### src/rtl/entry_pkg.sv
// Shared types, constants and helpers for the decimal operand entry path.
package entry_pkg;

    typedef enum logic [1:0] {
        S_TENS  = 2'd0,
        S_UNITS = 2'd1,
        S_DONE  = 2'd2
    } state_e;

    localparam logic [3:0] STG_TENS  = 4'b0001;
    localparam logic [3:0] STG_UNITS = 4'b0010;
    localparam logic [3:0] STG_DONE  = 4'b0100;

    localparam logic [3:0] MAX_DIGIT = 4'd9;
    localparam int unsigned MAG_W    = 7;

    // Largest magnitude representable in a bits-wide two's-complement operand.
    function automatic logic [MAG_W-1:0] max_mag(input int unsigned bits, input logic neg);
        logic [MAG_W-1:0] lim;
        lim = MAG_W'(1) << (bits - 1);
        return neg ? lim : lim - MAG_W'(1);
    endfunction

    function automatic logic [3:0] stage_of(input state_e st);
        logic [3:0] stg;
        stg = STG_TENS;
        case (st)
            S_TENS:  stg = STG_TENS;
            S_UNITS: stg = STG_UNITS;
            S_DONE:  stg = STG_DONE;
            default: stg = STG_TENS;
        endcase
        return stg;
    endfunction

endpackage

### src/rtl/operand_entry_edge_pulse.sv
// Turns a debounced key level into a single-cycle press on each rising edge.
module edge_pulse (
    input  logic clk,
    input  logic rst,
    input  logic i_key,
    output logic o_press_c
);

    logic r_key_q;

    // Resetting to 1 keeps a key held through reset from registering as a press.
    always_ff @(posedge clk) begin
        if (rst) begin
            r_key_q <= 1'b1;
        end else begin
            r_key_q <= i_key;
        end
    end

    assign o_press_c = i_key & ~r_key_q;

endmodule

### src/rtl/operand_entry.sv
// Assembles operator-entered sign/tens/units BCD digits into a two's-complement operand.
module operand_entry
    import entry_pkg::*;
#(
    parameter int unsigned Bits = 5
) (
    input  logic            clk,
    input  logic            rst,
    input  logic            key,
    input  logic [3:0]      digit,
    input  logic            neg,
    input  logic            ack,
    output logic [Bits-1:0] value,
    output logic            valid,
    output logic            err,
    output logic [3:0]      stage
);

    state_e            r_state;
    state_e            w_state_nxt;
    logic [3:0]        r_tens;
    logic [3:0]        w_tens_nxt;
    logic [Bits-1:0]   r_value;
    logic [Bits-1:0]   w_value_nxt;
    logic              r_valid;
    logic              w_valid_nxt;
    logic              r_err;
    logic              w_err_nxt;
    logic [3:0]        r_stage;

    logic              w_press;
    logic [MAG_W-1:0]  w_mag;
    logic [MAG_W-1:0]  w_neg_mag;
    logic              w_legal;

    edge_pulse u_edge (
        .clk       (clk),
        .rst       (rst),
        .i_key     (key),
        .o_press_c (w_press)
    );

    // tens <= 9 so the magnitude tops out at 99 and fits 7 bits.
    assign w_mag     = MAG_W'({3'b000, r_tens} * MAG_W'(10)) + MAG_W'({3'b000, digit});
    assign w_neg_mag = MAG_W'(0) - w_mag;
    assign w_legal   = (w_mag <= max_mag(Bits, neg));

    always_ff @(posedge clk) begin
        if (rst) begin
            r_state <= S_TENS;
            r_tens  <= 4'd0;
            r_value <= '0;
            r_valid <= 1'b0;
            r_err   <= 1'b0;
            r_stage <= STG_TENS;
        end else begin
            r_state <= w_state_nxt;
            r_tens  <= w_tens_nxt;
            r_value <= w_value_nxt;
            r_valid <= w_valid_nxt;
            r_err   <= w_err_nxt;
            r_stage <= stage_of(w_state_nxt);
        end
    end

    // Digit entry; in DONE ack takes priority and presses are dropped.
    always_comb begin
        w_state_nxt = r_state;
        w_tens_nxt  = r_tens;
        w_value_nxt = r_value;
        w_valid_nxt = r_valid;
        w_err_nxt   = 1'b0;
        case (r_state)
            S_TENS: begin
                if (w_press) begin
                    if (digit > MAX_DIGIT) begin
                        w_err_nxt = 1'b1;
                    end else begin
                        w_tens_nxt  = digit;
                        w_state_nxt = S_UNITS;
                    end
                end
            end
            S_UNITS: begin
                if (w_press) begin
                    if (digit > MAX_DIGIT) begin
                        w_err_nxt = 1'b1;
                    end else if (w_legal) begin
                        w_value_nxt = neg ? Bits'(w_neg_mag) : Bits'(w_mag);
                        w_valid_nxt = 1'b1;
                        w_state_nxt = S_DONE;
                    end else begin
                        w_err_nxt   = 1'b1;
                        w_tens_nxt  = 4'd0;
                        w_state_nxt = S_TENS;
                    end
                end
            end
            S_DONE: begin
                if (ack) begin
                    w_valid_nxt = 1'b0;
                    w_state_nxt = S_TENS;
                end
            end
            default: begin
                w_state_nxt = S_TENS;
            end
        endcase
    end

    assign value = r_value;
    assign valid = r_valid;
    assign err   = r_err;
    assign stage = r_stage;

endmodule

### config.mk
export PLATFORM = sky130hd
export DESIGN_NAME = operand_entry
export DESIGN_NICKNAME = d
export VERILOG_FILES = /design/src/rtl/entry_pkg.sv /design/src/rtl/operand_entry_edge_pulse.sv /design/src/rtl/operand_entry.sv
export SDC_FILE = /design/constraint.sdc
export NUM_CORES = 1
export LEC_CHECK = 0
export BUFFER_PORTS_ARGS = -buffer_cell sky130_fd_sc_hd__buf_2
export CAP_MARGIN = 20
export CORE_AREA = 3 3 56 58
export DETAILED_ROUTE_END_ITERATION = 6
export DIE_AREA = 0 0 59 61
export PLACE_DENSITY_LB_ADDON = 0.1
export SYNTH_ARGS = -nofsm -noshare
export SYNTH_HDL_FRONTEND = slang
export SYNTH_HIERARCHICAL = 1
export SYNTH_SLANG_ARGS = --single-unit
### constraint.sdc
create_clock -name clk -period 4.3 [get_ports clk]
set_clock_uncertainty 0.05 [all_clocks]
set_input_delay 1.29 -clock clk [delete_from_list [all_inputs] [get_ports clk]]
set_output_delay 1.29 -clock clk [all_outputs]
set_load 0.005 [all_outputs]
==> results of run 1 <==
-- Yosys cell counts (2+ instances only) --
library cell / number
inv_1: 11
clkbuf_1: 2
ha_1: 15
nor2_1: 4
nor2b_1: 8
nand2_1: 5
mux2_4: 4
nand2b_1: 3
dfxtp_1: 17
nand3_1: 8
a21oi_1: 14
mux2i_1: 2
fa_1: 2
o21ai_0: 4
xor2_1: 4
and3_1: 4
-- power groups by stage --
stage / sequential [mW] / clock, mW / combinational, mW
2_1_floorplan: 0.166 / 0 / 0.0516
3_3_place_gp: 0.167 / 0 / 0.0663
3_5_place_dp: 0.167 / 0 / 0.0681
4_1_cts: 0.164 / 0.0879 / 0.0685
5_1_grt: 0.164 / 0.0950 / 0.0785
6_report: 0.163 / 0.0847 / 0.0680
-- cell type report --
| cell class | count | area share [%] |
|---|---|---|
| clock buffers | 4 | 1.99 |
| inverters | 11 | 3.13 |
| multi-input cells | 97 | 58.7 |
| flip-flops and latches | 17 | 25.8 |
| repair buffers | 19 | 7.41 |
| well taps | 31 | 2.94 |
-- layer usage --
metal | GRT usage [%] | vias to the layer above
met2 | 21.8 | 28
met5 | 0 | -
met3 | 4.68 | 6
met4 | 4.85 | 0
li1 | - | 481
met1 | 17.2 | 443
-- kinds of logic (layout without fill, tap and decap cells) --
kind of cell / Yosys count / in the layout / synth area share, %
compound gates: 26 / 26 / 13.6
xor+xnor: 5 / 5 / 3.73
fa+ha+maj: 17 / 17 / 19.4
buf+inv: 15 / 34 / 5.22
flops: 17 / 17 / 29.0
mux: 6 / 6 / 6.82
other cells: 1 / 1 / 0.319
simple gates: 42 / 42 / 21.9
-- registers in the layout, summed over array words and instances, names as in the netlist --
register,cells
value,5
r_tens,4
stage,3
r_state,2
err,1
u_edge/r_key_q,1
valid,1
-- how the worst min path moves through the flow --
stage | slack (ps) | startpoint | end | cells past startpoint
2_1_floorplan | 400 | r_state[1]$_SDFF_PP0_ | err$_SDFF_PP0_ | 1
3_3_place_gp | 410 | value[0]$_SDFFE_PP0P_ | value[0]$_SDFFE_PP0P_ | 2
3_5_place_dp | 430 | value[0]$_SDFFE_PP0P_ | value[0]$_SDFFE_PP0P_ | 2
4_1_cts | 440 | valid$_SDFFE_PP0P_ | valid$_SDFFE_PP0P_ | 2
5_1_grt | 470 | value[0]$_SDFFE_PP0P_ | value[0]$_SDFFE_PP0P_ | 2
6_report | 430 | value[0]$_SDFFE_PP0P_ | value[0]$_SDFFE_PP0P_ | 2
-- worst max-delay path, delay by kind of cell --
kind                     cells  cell delay [ps]
AO/OA/AOI/OAI                3              640
buffers and inverters        1              110
AND/OR/NAND/NOR              3              440
adder cells (fa/ha/maj)      4             1150
XOR/XNOR                     1              260
-- stage by stage --
stage / power (mW) / area, um2 / hold slack (ps)
after detailed placement: 0.235 / 1290 / 426
after floorplan: 0.218 / 1170 / 401
after global placement: 0.233 / 1290 / 411
after global routing: 0.338 / 1320 / 470
final: 0.316 / 1320 / 430
after CTS: 0.320 / 1320 / 439
==> results.ini, run 1 <==
[min_path]
hp-class = flop to flop

[routing]
drc = 0
first_pass_iters = 4
top_layer = met4
wl_per_cell_um = 12.5
routed-wl-met3_um = 137
drt_iter0_markers = 20
postRouteWirelength_um = 2240
wl_met1_um = 1100
num_vias = 958
wl_met2_um = 952
viasPerCell = 5.35
ant_nets = 0

[sta]
hold_viol = 0
rsz0062_at_grt = no
min_period_ps = 3770
setup_tns_ps = 0
final_max_slew_viol_count = 0
setup_slack_ps = 529
timing.fmax_mhz = 265
final-setup-viol-count = 0
fin_crit_sh_pct = 87.7

[critical_path]
rr_worst_depth = 13
cp.arrival_ps = 3900
worstReg2RegEnd = stage[0]$_SDFF_PP1_
slowest_delay_ps = 410
crit_required_ps = 4430
crit_start = digit[1]
crit_path_max_fanout = 6
critPathLaunchType = input pin
endpoint = stage[0]$_SDFF_PP1_
cp_common_cell = ha_1
worstReg2RegStart = r_tens[2]$_SDFFE_PP0P_
cp-end-kind = flop
cpMaxStageDelayCell = fa_1
reg2reg_slack_ps = 1130
crit_chain = buf_2, ha_1, fa_1, xor2_1, ha_1, a211oi_1, a21oi_1, a31oi_4, nand3_4, nand2_1, ha_1, or2_2
crit_type = input pin to flop

[clock_network]
root_buffer = clkbuf_4
htree_levels = 1
cts_buffer_depth = 2
clkSinkCount = 17
cts_setup_buffers = 0
cts_hold_buf = 0
numCtsBuffers = 3
clkSlewWorstSetupHoldPaths_ps = 100
cts-resized-gates = 0
clk_latency_ps = 280
cts_tree = built

[synthesis]
ys_seq_elements = 17
synth_area_mm2 = 0.00117
synth_top_area_cell = dfxtp_1
synth_area_per_cell_um2 = 9.11
yosys-top-cells-area = dfxtp_1 (29%), ha_1 (16%), a21oi_1 (6.0%), mux2_4 (5.1%), nor2b_1 (4.3%)
synth.distinct_cells = 38
yosysWarnings = 6
syn_inst = 129
synthFlopType = dfxtp_1
seq_area_frac_synth_pct = 29.0
syn_nets = 155
synth_edf_count = 0
synth_top_area_share_pct = 29.0
ys_async_sr_fraction_pct = 0

[power]
power_frac_seq_pct = 51.7
clkPwrFrac_pct = 26.8
p_int_mw = 0.225
power_frac_comb_pct = 21.5
p_sw_share_pct = 28.8
p_per_area_mw_per_mm2 = 240
power.switching_mw = 0.0910
peakVddDrop_mv = 0.206
p_leak_nw = 0.651

[grt]
grt_pass1_vias = 890
track_usage_pct = 13.7
grt_max_degree = 23
grt_pass1_wl_um = 3790
antenna_found_initial = 0
overflow = 0

[finish]
nFillCells = 272
fin_nets = 175
area_growth_pct = 12.1
drive_gt1_share_pct = 20.9
layout_common_cells = buf_2 (18), dfxtp_1 (17), ha_1 (15)
multiInputGateArea_um2 = 773
sequential_cell_area_um2 = 340
final_common_cell = buf_2
instances_no_fill = 179
fin_util_pct = 48.6
antennaDiodeCount = 0

[die]
core-area_mm2 = 0.00271
rows = 19
die_height_um = 61
dieWidth_um = 59
io_pins = 20
dieArea_mm2 = 0.00360
initial_core_util_pct = 43.4

[flow_run]
drv_cap = 0

[place]
place.gp.congestion = 0.900
post-place-ws_ps = 202
dp_hpwl_um = 1770
dp.cells = 175
io_buffers = 18

[status]
status = completed

No activity file was read; power rests on OpenSTA's default activity.
==> run 2: changes to the inputs <==
--- a/config.mk
+++ b/config.mk
@@ -7,9 +7,9 @@
 export LEC_CHECK = 0
 export BUFFER_PORTS_ARGS = -buffer_cell sky130_fd_sc_hd__buf_2
 export CAP_MARGIN = 20
-export CORE_AREA = 3 3 56 58
+export CORE_AREA = 3 3 59 61
 export DETAILED_ROUTE_END_ITERATION = 6
-export DIE_AREA = 0 0 59 61
+export DIE_AREA = 0 0 62 64
 export PLACE_DENSITY_LB_ADDON = 0.1
 export SYNTH_ARGS = -nofsm -noshare
 export SYNTH_HDL_FRONTEND = slang
==> run 2 against run 1 <==
Cell count up 7.3%; sequential share of layout area is 0.32 points lower; critical path depth is the same; largest cell class unchanged; largest power group unchanged; highest routed layer unchanged; non-clock buffer count unchanged; sequential power about the same; via count fell by 3.3%.
==> results.ini, run 2 (synthesis gave the netlist of run 1 again) <==
[status]
status = completed

[sta]
timing.fmax_mhz = 260
setup_tns_ps = 0
fin_crit_sh_pct = 89.4
hold_viol = 0
final-setup-viol-count = 0
final_max_slew_viol_count = 0
rsz0062_at_grt = no
min_period_ps = 3840

[place]
io_buffers = 18
place.gp.congestion = 0.866
dp.cells = 188
dp_hpwl_um = 1840

[die]
core-area_mm2 = 0.00303
die_height_um = 64
dieWidth_um = 62
rows = 20
io_pins = 20
dieArea_mm2 = 0.00397
initial_core_util_pct = 38.8

[power]
p_total_mw = 0.313
p_leak_nw = 0.651
p_per_area_mw_per_mm2 = 235
peakVddDrop_mv = 0.124

[grt]
track_usage_pct = 12.8
overflow = 0
grt_pass1_wl_um = 3930
grt_pass1_vias = 889
antenna_found_initial = 0
grt_max_degree = 23

[critical_path]
crit_path_max_fanout = 6
crit_required_ps = 4420
cp-end-kind = flop
cp.arrival_ps = 3970
critPathLaunchType = input pin
crit_type = input pin to flop

[flow_run]
drv_cap = 0

[clock_network]
clk_latency_ps = 280
cts_hold_buf = 0
cts_setup_buffers = 0
numCtsBuffers = 3
root_buffer = clkbuf_4
cts_buffer_depth = 2
clkSlewWorstSetupHoldPaths_ps = 90
clkSinkCount = 17
cts-resized-gates = 0
htree_levels = 1
cts_tree = built

[finish]
instances_no_fill = 192
final_common_cell = buf_2
layout_common_cells = buf_2 (18), dfxtp_1 (17), ha_1 (15)
largest_reg_flops = 5
drive_gt1_share_pct = 20.9
area_growth_pct = 13.5
antennaDiodeCount = 0
fin_nets = 175

[routing]
wl_per_cell_um = 11.6
num_vias = 926
postRouteWirelength_um = 2230
viasPerCell = 4.82
ant_nets = 0
drt_iter0_markers = 30
drc = 0
first_pass_iters = 4

[min_path]
hp-class = flop to flop

run 2: cell counts in the layout (fill, tap and decap cells not counted):
No cell type changed its count.
run 2: report_power, final:
part	switching [mW]	leakage, nW	internal, mW
sequential	0.00295	0.138	0.161
clock	0.0455	0.0150	0.0360
combinational	0.0396	0.498	0.0285
run 2: critical path: stages:
cell,delay (ps)
buf_2,110
ha_1,220
fa_1,410
xor2_1,260
ha_1,320
a211oi_1,260
a21oi_1,130
a31oi_4,270
nand3_4,130
nand2_1,80
ha_1,210
or2_2,260
run 2: stage by stage:
stage | hold slack, ps | worst slack [ps] | util [%] | area [um2]
final | 439 | 457 | 44.0 | 1330
after detailed placement | 429 | 130 | 43.2 | 1310
after floorplan | 401 | 432 | - | 1170
after global placement | 413 | 238 | 43.2 | 1310
after global routing | 478 | 272 | 44.0 | 1330
after CTS | 442 | 440 | 44.0 | 1330
run 2: routing by layer:
metal	track usage [%]	up-vias	share of wire, %
li1	-	481	-
met4	3.45	0	1.6
met2	19.7	21	46
met3	3.23	4	4.3
met1	17.4	420	48
met5	0	-	0
run 2: final cells by class:
class | instances | area (um2)
clock buffer | 4 | 26.3
fill | 315 | 1690
inverter | 11 | 41.3
multi-input combinational | 97 | 773
sequential | 17 | 340
tap | 44 | 55.1
timing repair buffer | 19 | 97.6
run 2: path summary, 6_finish.rpt:
check	from	end	slack [ps]	cells after the start
setup / recovery	digit[1]	stage[0]$_SDFF_PP1_	460	12
hold / removal	valid$_SDFFE_PP0P_	valid$_SDFFE_PP0P_	440	2
setup reg to reg	r_tens[0]$_SDFFE_PP0P_	stage[0]$_SDFF_PP1_	1130	13
hold reg to reg	valid$_SDFFE_PP0P_	valid$_SDFFE_PP0P_	440	2
